<file path="src/rtl/store_buffer_pkg.sv">
// store_buffer_pkg: shared func3 codes, depth default, port selection and access-size helpers
package store_buffer_pkg;
  localparam int SB_DEPTH = 4;
  localparam logic [2:0] F3_SB = 3'd0, F3_SH = 3'd1, F3_SW = 3'd2;
  localparam logic [2:0] F3_LB = 3'd0, F3_LH = 3'd1, F3_LW = 3'd2, F3_LBU = 3'd4, F3_LHU = 3'd5;
  typedef enum logic [1:0] {PORT_IDLE, PORT_LOAD, PORT_DRAIN} port_sel_e;
  function automatic logic [2:0] f3_size(input logic [2:0] f3);
    return f3[1:0] == F3_SW[1:0] ? 3'd4 : f3[1:0] == F3_SH[1:0] ? 3'd2 : 3'd1;
  endfunction
  function automatic logic [31:0] ld_extend(input logic [31:0] d, input logic [2:0] f3);
    logic s;
    s = ~(f3 == F3_LBU || f3 == F3_LHU);
    return f3[1:0] == F3_LW[1:0] ? d : f3[1:0] == F3_LH[1:0] ? {{16{d[15] & s}}, d[15:0]} : {{24{d[7] & s}}, d[7:0]};
  endfunction
endpackage

</file>
<file path="src/rtl/store_buffer_if.sv">
// store_buffer_if: CPU store/load port and data-memory port of the store buffer
interface store_buffer_if #(parameter int AW = 32);
  logic st_valid, st_ready;
  logic [AW-1:0] st_addr;
  logic [31:0] st_data;
  logic [2:0] st_func3;
  logic ld_req, ld_stall;
  logic [AW-1:0] ld_addr;
  logic [2:0] ld_func3;
  logic [31:0] ld_data;
  logic empty;
  logic mem_write, mem_read;
  logic [AW-1:0] mem_addr;
  logic [31:0] mem_write_data, mem_data_out;
  logic [2:0] mem_func3;
  modport slave (
    input st_valid, st_addr, st_data, st_func3, ld_req, ld_addr, ld_func3, mem_data_out,
    output st_ready, ld_stall, ld_data, empty, mem_write, mem_read, mem_addr, mem_write_data, mem_func3
  );
  modport master (
    output st_valid, st_addr, st_data, st_func3, ld_req, ld_addr, ld_func3, mem_data_out,
    input st_ready, ld_stall, ld_data, empty, mem_write, mem_read, mem_addr, mem_write_data, mem_func3
  );
endinterface

</file>
<file path="src/rtl/store_buffer_overlap.sv">
// sb_overlap: byte-span overlap and exact-cover test of one buffered store against a load
module sb_overlap
  import store_buffer_pkg::*;
#(
  parameter int AW = 32
) (
  input  logic          i_valid,
  input  logic [AW-1:0] i_st_addr,
  input  logic [2:0]    i_st_func3,
  input  logic [AW-1:0] i_ld_addr,
  input  logic [2:0]    i_ld_func3,
  output logic          o_overlap,
  output logic          o_exact_cover
);
  logic [AW:0] w_st_last, w_ld_last;
  assign w_st_last = {1'b0, i_st_addr} + (AW+1)'(f3_size(i_st_func3) - 3'd1);
  assign w_ld_last = {1'b0, i_ld_addr} + (AW+1)'(f3_size(i_ld_func3) - 3'd1);
  assign o_overlap = i_valid & ({1'b0, i_st_addr} <= w_ld_last) & ({1'b0, i_ld_addr} <= w_st_last);
  assign o_exact_cover = o_overlap & (i_st_addr == i_ld_addr) & (f3_size(i_st_func3) >= f3_size(i_ld_func3));
endmodule

</file>
<file path="src/rtl/store_buffer.sv">
// store_buffer: in-order store FIFO draining to data memory; define STORE_FWD_EN for store-to-load forwarding
module store_buffer
  import store_buffer_pkg::*;
#(
  parameter int DEPTH = SB_DEPTH,
  parameter int AW = 32
) (
  input logic clk,
  input logic rst,
  store_buffer_if.slave bus
);
  localparam int PW = $clog2(DEPTH);
  logic [PW-1:0] r_head, r_tail;
  logic [PW:0] r_count;
  logic [AW-1:0] r_addr [DEPTH];
  logic [31:0] r_data [DEPTH];
  logic [2:0] r_func3 [DEPTH];
  logic [DEPTH-1:0] w_ov, w_cover;
  logic w_conflict, w_enq, w_fwd;
  logic [31:0] w_fwd_data;
  port_sel_e w_sel;
  for (genvar g = 0; g < DEPTH; g++) begin : g_ov
    sb_overlap #(.AW(AW)) u_ov (
      .i_valid({1'b0, PW'(g) - r_head} < r_count),
      .i_st_addr(r_addr[g]),
      .i_st_func3(r_func3[g]),
      .i_ld_addr(bus.ld_addr),
      .i_ld_func3(bus.ld_func3),
      .o_overlap(w_ov[g]),
      .o_exact_cover(w_cover[g])
    );
  end
`ifdef STORE_FWD_EN
  // Walk oldest to youngest so the youngest overlapping entry decides; it alone must cover the load
  always_comb begin
    w_fwd = 1'b0;
    w_fwd_data = '0;
    for (int i = 0; i < DEPTH; i++)
      if (w_ov[r_head + PW'(i)]) begin
        w_fwd = w_cover[r_head + PW'(i)];
        w_fwd_data = ld_extend(r_data[r_head + PW'(i)], bus.ld_func3);
      end
    w_fwd = w_fwd & w_conflict;
  end
`else
  logic w_unused;
  assign w_unused = ^w_cover;
  assign w_fwd = 1'b0;
  assign w_fwd_data = '0;
`endif
  assign w_conflict = bus.ld_req & |w_ov;
  assign w_sel = (bus.ld_req & ~w_conflict) ? PORT_LOAD : (r_count != '0) ? PORT_DRAIN : PORT_IDLE;
  assign w_enq = bus.st_valid & bus.st_ready;
  assign bus.st_ready = r_count != (PW+1)'(DEPTH);
  assign bus.empty = r_count == '0;
  assign bus.mem_read = w_sel == PORT_LOAD;
  assign bus.mem_write = w_sel == PORT_DRAIN;
  assign bus.mem_addr = bus.mem_read ? bus.ld_addr : bus.mem_write ? r_addr[r_head] : '0;
  assign bus.mem_write_data = bus.mem_write ? r_data[r_head] : '0;
  assign bus.mem_func3 = bus.mem_read ? bus.ld_func3 : bus.mem_write ? r_func3[r_head] : '0;
  assign bus.ld_stall = w_conflict & ~w_fwd;
  assign bus.ld_data = bus.mem_read ? bus.mem_data_out : w_fwd ? w_fwd_data : '0;
  // Pointer and count bookkeeping; reset discards every buffered store, including one mid-drain
  always_ff @(posedge clk or posedge rst)
    if (rst) begin
      r_head <= '0;
      r_tail <= '0;
      r_count <= '0;
    end else begin
      r_tail <= r_tail + PW'(w_enq);
      r_head <= r_head + PW'(bus.mem_write);
      r_count <= r_count + (PW+1)'(w_enq) - (PW+1)'(bus.mem_write);
    end
  // Entry payload needs no reset; validity comes from the pointers
  always_ff @(posedge clk)
    if (w_enq) begin
      r_addr[r_tail] <= bus.st_addr;
      r_data[r_tail] <= bus.st_data;
      r_func3[r_tail] <= bus.st_func3;
    end
endmodule

</file>
<file path="src/flat_wrapper.sv">
// flat-port wrapper written by rule: the top's interface ports become plain ports
module store_buffer_flat import store_buffer_pkg::*;
#(
  parameter int DEPTH = SB_DEPTH,
  parameter int AW = 32
)
  (clk, rst, bus_st_valid, bus_st_addr, bus_st_data, bus_st_func3, bus_ld_req, bus_ld_addr, bus_ld_func3, bus_mem_data_out, bus_st_ready, bus_ld_stall, bus_ld_data, bus_empty, bus_mem_write, bus_mem_read, bus_mem_addr, bus_mem_write_data, bus_mem_func3);
  store_buffer_if #(.AW(AW)) bus_i ();
  input logic clk;
  input logic rst;
  input wire logic [$bits(bus_i.st_valid)-1:0] bus_st_valid;
  input wire logic [$bits(bus_i.st_addr)-1:0] bus_st_addr;
  input wire logic [$bits(bus_i.st_data)-1:0] bus_st_data;
  input wire logic [$bits(bus_i.st_func3)-1:0] bus_st_func3;
  input wire logic [$bits(bus_i.ld_req)-1:0] bus_ld_req;
  input wire logic [$bits(bus_i.ld_addr)-1:0] bus_ld_addr;
  input wire logic [$bits(bus_i.ld_func3)-1:0] bus_ld_func3;
  input wire logic [$bits(bus_i.mem_data_out)-1:0] bus_mem_data_out;
  output wire logic [$bits(bus_i.st_ready)-1:0] bus_st_ready;
  output wire logic [$bits(bus_i.ld_stall)-1:0] bus_ld_stall;
  output wire logic [$bits(bus_i.ld_data)-1:0] bus_ld_data;
  output wire logic [$bits(bus_i.empty)-1:0] bus_empty;
  output wire logic [$bits(bus_i.mem_write)-1:0] bus_mem_write;
  output wire logic [$bits(bus_i.mem_read)-1:0] bus_mem_read;
  output wire logic [$bits(bus_i.mem_addr)-1:0] bus_mem_addr;
  output wire logic [$bits(bus_i.mem_write_data)-1:0] bus_mem_write_data;
  output wire logic [$bits(bus_i.mem_func3)-1:0] bus_mem_func3;
  assign bus_i.st_valid = bus_st_valid;
  assign bus_i.st_addr = bus_st_addr;
  assign bus_i.st_data = bus_st_data;
  assign bus_i.st_func3 = bus_st_func3;
  assign bus_i.ld_req = bus_ld_req;
  assign bus_i.ld_addr = bus_ld_addr;
  assign bus_i.ld_func3 = bus_ld_func3;
  assign bus_i.mem_data_out = bus_mem_data_out;
  assign bus_st_ready = bus_i.st_ready;
  assign bus_ld_stall = bus_i.ld_stall;
  assign bus_ld_data = bus_i.ld_data;
  assign bus_empty = bus_i.empty;
  assign bus_mem_write = bus_i.mem_write;
  assign bus_mem_read = bus_i.mem_read;
  assign bus_mem_addr = bus_i.mem_addr;
  assign bus_mem_write_data = bus_i.mem_write_data;
  assign bus_mem_func3 = bus_i.mem_func3;
  store_buffer #(.DEPTH(DEPTH), .AW(AW)) u_core (.clk(clk), .rst(rst), .bus(bus_i));
endmodule
</file>
<file path="config.mk">
export PLATFORM = sky130hd
export DESIGN_NAME = store_buffer_flat
export DESIGN_NICKNAME = d
export VERILOG_FILES = /design/src/rtl/store_buffer_pkg.sv /design/src/rtl/store_buffer_if.sv /design/src/rtl/store_buffer_overlap.sv /design/src/rtl/store_buffer.sv /design/src/flat_wrapper.sv
export SDC_FILE = /design/constraint.sdc
export NUM_CORES = 1
export LEC_CHECK = 0
export CORE_UTILIZATION = 53
export DETAILED_ROUTE_END_ITERATION = 8
export HOLD_SLACK_MARGIN = 0.08
export PLACE_DENSITY = 0.76
export SLEW_MARGIN = 10
export SYNTH_ARGS = -nofsm -noshare
export SYNTH_HDL_FRONTEND = slang
export SYNTH_SLANG_ARGS = --single-unit
export TNS_END_PERCENT = 50
</file>
<file path="constraint.sdc">
create_clock -name clk -period 6.53 [get_ports clk]
set_clock_uncertainty 0.1 [all_clocks]
set_input_delay 0.9795 -clock clk [delete_from_list [all_inputs] [get_ports clk]]
set_output_delay 0.9795 -clock clk [all_outputs]
set_load 0.1 [all_outputs]
</file>
-- Yosys cells after proc, flatten, opt, wreduce, memory -nomap -nowiden
Memories as Yosys holds them, arrays and structs flattened.
Index checks and enable logic that the tools add are counted.
- register bits: 7
- bits in writable memories: 268
- output and inout bits: 104
- word-level logic and storage cells: 84
- memories: 3
- memory list (memory ; words ; width ; read ports ; clocked after memory_dff ; write ports ; line ; RTL):
    u_core.r_addr ; 4 ; 32 ; 5 ; 0 ; 1 ; store_buffer.sv:15 ; logic [AW-1:0] r_addr [DEPTH];
    u_core.r_data ; 4 ; 32 ; 1 ; 0 ; 1 ; store_buffer.sv:16 ; logic [31:0] r_data [DEPTH];
    u_core.r_func3 ; 4 ; 3 ; 5 ; 0 ; 1 ; store_buffer.sv:17 ; logic [2:0] r_func3 [DEPTH];
- add/sub/neg operators: 18
- magnitude comparators: 12
- equality and inequality tests: 13
- mux-type cells: 20
- bitwise operators: 12
- reduce and logical (&&, ||, !) cells: 3
- operators with widths (operator ; number):
    $le A32 B33 Y1 ; 8
    $add A32 B33 Y33 ; 5
    $mux W32 ; 4
    $mux W3 ; 7
    $sub A3 B1 Y4 const B ; 5
    $mux W2 ; 7
    $eq A2 B1 Y1 const B ; 6
    $eq A2 B2 Y1 const B ; 6
    $lt A2 B3 Y1 ; 4
    $and A1 B1 Y1 ; 11
    $add A2 B1 Y2 ; 2
    $reduce_or A4 Y1 ; 1
    $sub A1 B2 Y2 const A ; 2
    $sub A2 B2 Y2 const A ; 2
    $add A3 B1 Y3 ; 1
    $logic_not A3 Y1 ; 1
    $ne A3 B3 Y1 const B ; 1
    $reduce_bool A3 Y1 ; 1
    $sub A3 B1 Y3 ; 1
    $mux W1 ; 2
    $not A1 Y1 ; 1

-- Depth between registers and ports, before layout
- word-level depth: 16
- mapped depth: 36
- gate-level depth less buffers: 34

-- Modules after synthesis
From an unflattened synthesis, not the netlist that was laid out.
- cells, all modules: 2541
- area total of the unflattened synthesis: 26461.6 µm²
- by module, submodules not included (module ; times used ; cells each ; area an instance (µm²) ; sequential area each (µm²)):
    store_buffer ; 1 ; 516 ; 11001.8 ; 8222.9
    sb_overlap at u_core.g_ov[1].u_ov ... ; 2 ; 510 ; 3896.2 ; 0.0
    sb_overlap at u_core.g_ov[3].u_ov ; 1 ; 501 ; 3836.2 ; 0.0
    sb_overlap at u_core.g_ov[0].u_ov ; 1 ; 504 ; 3831.2 ; 0.0

-- Worst setup path before layout
No wires, ideal clock.
- path kind: in2out
- from: in bus_ld_func3[0]
- to: out bus_mem_write_data[23]
- data arrival time: 7.308 ns
- data required time: 5.450 ns
- setup slack: -1.857 ns
- stages on the path: 23
- cells stage by stage: inv_1 ha_1 inv_1 ha_1 inv_1 fa_1 nor2b_1 o21a_1 a31o_2 and3_1 and3_1 xnor2_1 ha_1 nand3_1 a211o_1 o32a_1 nand2_1 nand2_1 o311ai_1 nor3_2 buf_6 buf_2 nor3b_1
- cells in the longest elaborated chain, start to end: 15
- elaborated cells on any way between the ends: 25
- ends and longest elaborated chain (item ; line ; RTL):
    start, declared ; flat_wrapper.sv:17 ; input wire logic [$bits(bus_i.ld_func3)-1:0] bus_ld_func3;
    $eq A2 B1 Y1 ; - ;
    $mux W2 ; - ;
    $mux W3 * ; - ;
    $sub A3 B1 Y4 * ; store_buffer_overlap.sv:17 ; assign w_ld_last = {1'b0, i_ld_addr} + (AW+1)'(f3_size(i_ld_func3) - 3'd1);
    $add A32 B33 Y33 * ; store_buffer_overlap.sv:17 ;
    $le A32 B33 Y1 ; store_buffer_overlap.sv:18 ; assign o_overlap = i_valid & ({1'b0, i_st_addr} <= w_ld_last) & ({1'b0, i_ld_addr} <= w_st_last);
    $and A1 B1 Y1 (2 in a row) ; store_buffer_overlap.sv:18 ;
    $reduce_or A4 Y1 * ; store_buffer.sv:51 ; assign w_conflict = bus.ld_req & |w_ov;
    $and A1 B1 Y1 * ; store_buffer.sv:51 ;
    $not A1 Y1 * ; store_buffer.sv:52 ; assign w_sel = (bus.ld_req & ~w_conflict) ? PORT_LOAD : (r_count != '0) ? PORT_DRAIN : PORT_IDLE;
    $and A1 B1 Y1 * ; store_buffer.sv:52 ;
    $mux W2 * ; store_buffer.sv:52 ;
    $eq A2 B2 Y1 * ; store_buffer.sv:57 ; assign bus.mem_write = w_sel == PORT_DRAIN;
    $mux W32 * ; store_buffer.sv:59 ; assign bus.mem_write_data = bus.mem_write ? r_data[r_head] : '0;
    end, declared ; flat_wrapper.sv:26 ; output wire logic [$bits(bus_i.mem_write_data)-1:0] bus_mem_write_data;
Every way passes the cells marked *; elsewhere a longest branch is shown, timed or not.

==> results.md <==
- Most numerous cell in the Yosys netlist: ha_1
- Worst slack at placement: -1.262 ns
- Die Height: 206.6 µm
- R2r endpoint: u_core.r_count[2]$_DFF_PP0_
- Clock sinks: approximately 280
- Clk buf depth: 3
- Post-CTS Hold Fix Bufs: 0
- Mapped cell area: 22190 µm²
- Overall Global Routing Usage: 39.48%
- Max Cap Viol: 0
- Setup TNS Final: -95.04 ns
- Starting Density: a little over half
- Cell row count: 74
- M3 GR Usage: 8.195%
- R2R depth: 37
- Worst R2R Setup Slack: -0.34 ns
- Vias/cell: around 6.4
- Placed Cells: slightly above 3000
- Post-synth ARST share: under 10%
- Synth Area in Adders: 19.94%
- Synth Area in Simple Gates: 13.93%
- WP data arrival: around 6.5 ns
- Slew Viols, Final: 0
- Post-Synth XOR/XNOR Area: 6.276%
- Share of layout cells above drive strength 1: 30.59%
- Internal power: 7.612 mW
- P&R area growth vs syn: 42.43%
- FMAX: roughly 130 MHz
- Crit share post-route: 115.5%
- Vias in the first global route: 20400
- Final Critical Period: 7.541 ns
- Pwr Density: 471.1 nW/µm²
- Worst path top cell family by delay: compound AO/OA/AOI/OAI gates
- Req. time, crit path: 5.45 ns
- Core ar.: 41020 µm²
- Leak: ~13 nW
- Yosys reg bits: 275
- Congestion Overflow GR: 0
- Slew headroom: about 17%
- Sequential share of power: 17.8%
- Compound-Gate Fraction of Synth Area: 12.04%
- Antenna violations before repair: 1
- Critical Path Max Stage Delay: 0.40 ns
- Crit path max fanout: 5
- Synth area leader: edfxtp_1
- Largest net degree at the start of global routing: 70
- Grt peak-use layer: met2
- IO Port Bufs: about 240
- Top cell type's share of synthesized area: 36.27%
- Mux contribution to synthesized area: 8.938%
- Final Worst Setup Slack: -1.011 ns
- IR drop worst, VDD: ~0.61 mV
- Total Die Area: 42690 µm²
- Number of fill cells: roughly 2600
- Final setup viols: around 100
- # H-tree levels: 1
- Nets: between 3000 and 4000
- Post-detail-place hpwl: 61.26 mm
- Worst hold-check path type: in2async
- I/O pin count: 242
- Synth warnings: 0
- FF/Latch Area: 8230 µm²
- Clk slew on worst S/H paths: 0.08 ns
- Clk_lat worst skew: ~0.6 ns
- Fin util: 77.05%
- Number of synthesized flops with an enable pin: between 200 and 300
- RePlAce Congestion: roughly 1.0
- RSZ-0062 raised after global routing: true
- DRT iter0 DRCs: between 1500 and 2000
- Die X: 206.6 µm
- Total CTS buffers: 29
- Via Count: 20290
- Failing checks: design-rule violations, negative setup slack
- Most frequent CP cell: buf_12
- Clock power share: 11.4%
- Main combinational cell family by area after synthesis: adder cells
- Combinational fraction of design power: 70.8%
- Post-synth top cells: ha_1 (344), edfxtp_1 (268), a21oi_1 (148), nand2_1 (139), xor2_1 (96)
- R2r startpoint: u_core.r_func3[3][0]$_DFFE_PP_
- Drc violations: 5
- Synth Instances: ~2000
- Sw power: approximately 7.3 mW
- Post-synth cell types: 79
- Area of the multi-input gates: 15020 µm²
- Worst Path Buf+Inv: 8
- Outcome: finished, violations left
- Critical Setup Path Class: reg2out
- Post-synthesis sequential area ratio: 37.06%
- Hold Fails Final Rpt: 0
- CP Capture Type: primary output
- Switching portion of total power: between 40 and 50%
- Top cells by area, synth: edfxtp_1 (36%), ha_1 (19%), mux4_2 (6.8%), xor2_1 (3.8%), a21oi_1 (3.3%)
- Met1 Resource Use GR: between 50% and 60%
- First-pass GRT wire length: 123.8 mm
- Critical path startpoint category: register
- Detailed-route wire length: 85.80 mm
- Met2 Usage GRT: between 60% and 70%
- # diodes: 0
- CTS root buf: clkbuf_16
- Worst slew pin tran: ~1.2 ns
- Antenna viol nets, final: 0
- Worst path slowest cell: edfxtp_1
- Routed len/inst: 26.90 µm
- CTS tree: done
- Drt first pass iters: 8
- Final Non-Filler Cells: 3190
- Avg Cell Area, Syn: around 11 µm²
- Ys flop type: edfxtp_1
-- flip-flops by register name, summed over array words and instances, names as in the netlist --
signal / count
u_core.r_addr: 128
u_core.r_count: 3
u_core.r_data: 128
u_core.r_func3: 12
u_core.r_head: 2
u_core.r_tail: 2
-- metal layers --
| metal | wire, µm | up-vias |
|---|---|---|
| li1 | - | 8955 |
| met1 | 32770 | 9965 |
| met2 | 40370 | 1152 |
| met3 | 8914 | 213 |
| met4 | 3729 | 2 |
| met5 | 11 | - |
-- worst register-to-register path: cells and delay by family, from the launching register on --
family	cells	cell delay, ns
buf+inv	10	0.99
flops	1	0.40
simple gates	7	1.24
fa+ha+maj	7	1.78
compound gates	10	1.81
xor+xnor	3	0.48
-- how the worst max path moves through the flow --
stage	from	to	slack [ns]	cells past startpoint
CTS	u_core.r_func3[3][0]$_DFFE_PP_	bus_mem_addr[19]	-0.93	30
finish	u_core.r_func3[3][0]$_DFFE_PP_	bus_mem_func3[2]	-1.01	30
detailed placement	bus_ld_func3[0]	bus_ld_data[18]	-1.26	30
global placement	bus_ld_func3[0]	bus_ld_data[16]	-1.18	29
global route	u_core.r_func3[2][1]$_DFFE_PP_	bus_mem_write_data[22]	-1.19	32
floorplan	bus_ld_func3[1]	bus_mem_write_data[26]	-1.39	22
-- logic make-up (layout without fill, tap and decap cells) --
group / after synthesis / count (layout)
buffers and inverters: 95 / 719
XOR/XNOR: 159 / 159
AND/OR/NAND/NOR: 573 / 573
adder cells (fa/ha/maj): 350 / 350
other: 1 / 63
flip-flops: 275 / 275
AO/OA/AOI/OAI: 416 / 416
multiplexers: 103 / 103
-- cell usage in the layout, fill, tap and decap left out, drive strengths merged, types with 7 or more instances in the layout --
cell and n:
edfxtp 268, mux2 31, ha 344, o21a 8
nor3 24, a31oi 18, a211oi 25, a31o 8
clkdlybuf4s50 137, nor2 71, and2 44, o21ai 64
nand2 139, buf 469, and3 27, xnor2 63
clkinv 8, a21o 74, mux4 67, o211ai 13
a21oi 148, nand2b 9, and4 15, nor2b 48
nand4 66, xor2 96, inv 60, conb 63
dfrtp 7, nor3b 34, nand3 54, clkbuf 38
nor4 15
-- power groups by stage --
stage	combinational, mW	sequential [mW]	clock [mW]
finish	10.5	2.65	1.70
detailed placement	9.67	2.64	0
floorplan	6.11	2.59	0
global placement	9.52	2.61	0
CTS	10.3	2.61	1.68
global route	11.0	2.66	1.76
-- cell type report --
| class | count | area share, % |
|---|---|---|
| inverter | 57 | 0.7324 |
| sequential | 275 | 26.04 |
| multi-input combinational | 1664 | 47.52 |
| clock buffer | 35 | 2.367 |
| timing repair buffer | 611 | 20.62 |
| tap | 532 | 2.106 |
| clock inverter | 16 | 0.6057 |
-- timing repair --
item	4_1_cts	5_1_grt
gates cloned	6	3
endpoints found under the setup margin	107	106
gates resized for setup	181	70
buffers inserted	30	11
pin swaps	77	71
-- per-stage QoR --
| stage | area [µm²] | hold slack, ns | total power [mW] |
|---|---|---|---|
| 3_5_place_dp | 29180 | 0.4733 | 12.30 |
| 3_3_place_gp | 29180 | 0.4554 | 12.13 |
| 6_report | 31600 | 0.5265 | 14.89 |
| 4_1_cts | 31260 | 0.5013 | 14.56 |
| 5_1_grt | 31600 | 0.5650 | 15.39 |
| 2_1_floorplan | 22720 | 0.3642 | 8.701 |
No activity file was read; power rests on OpenSTA's default activity.
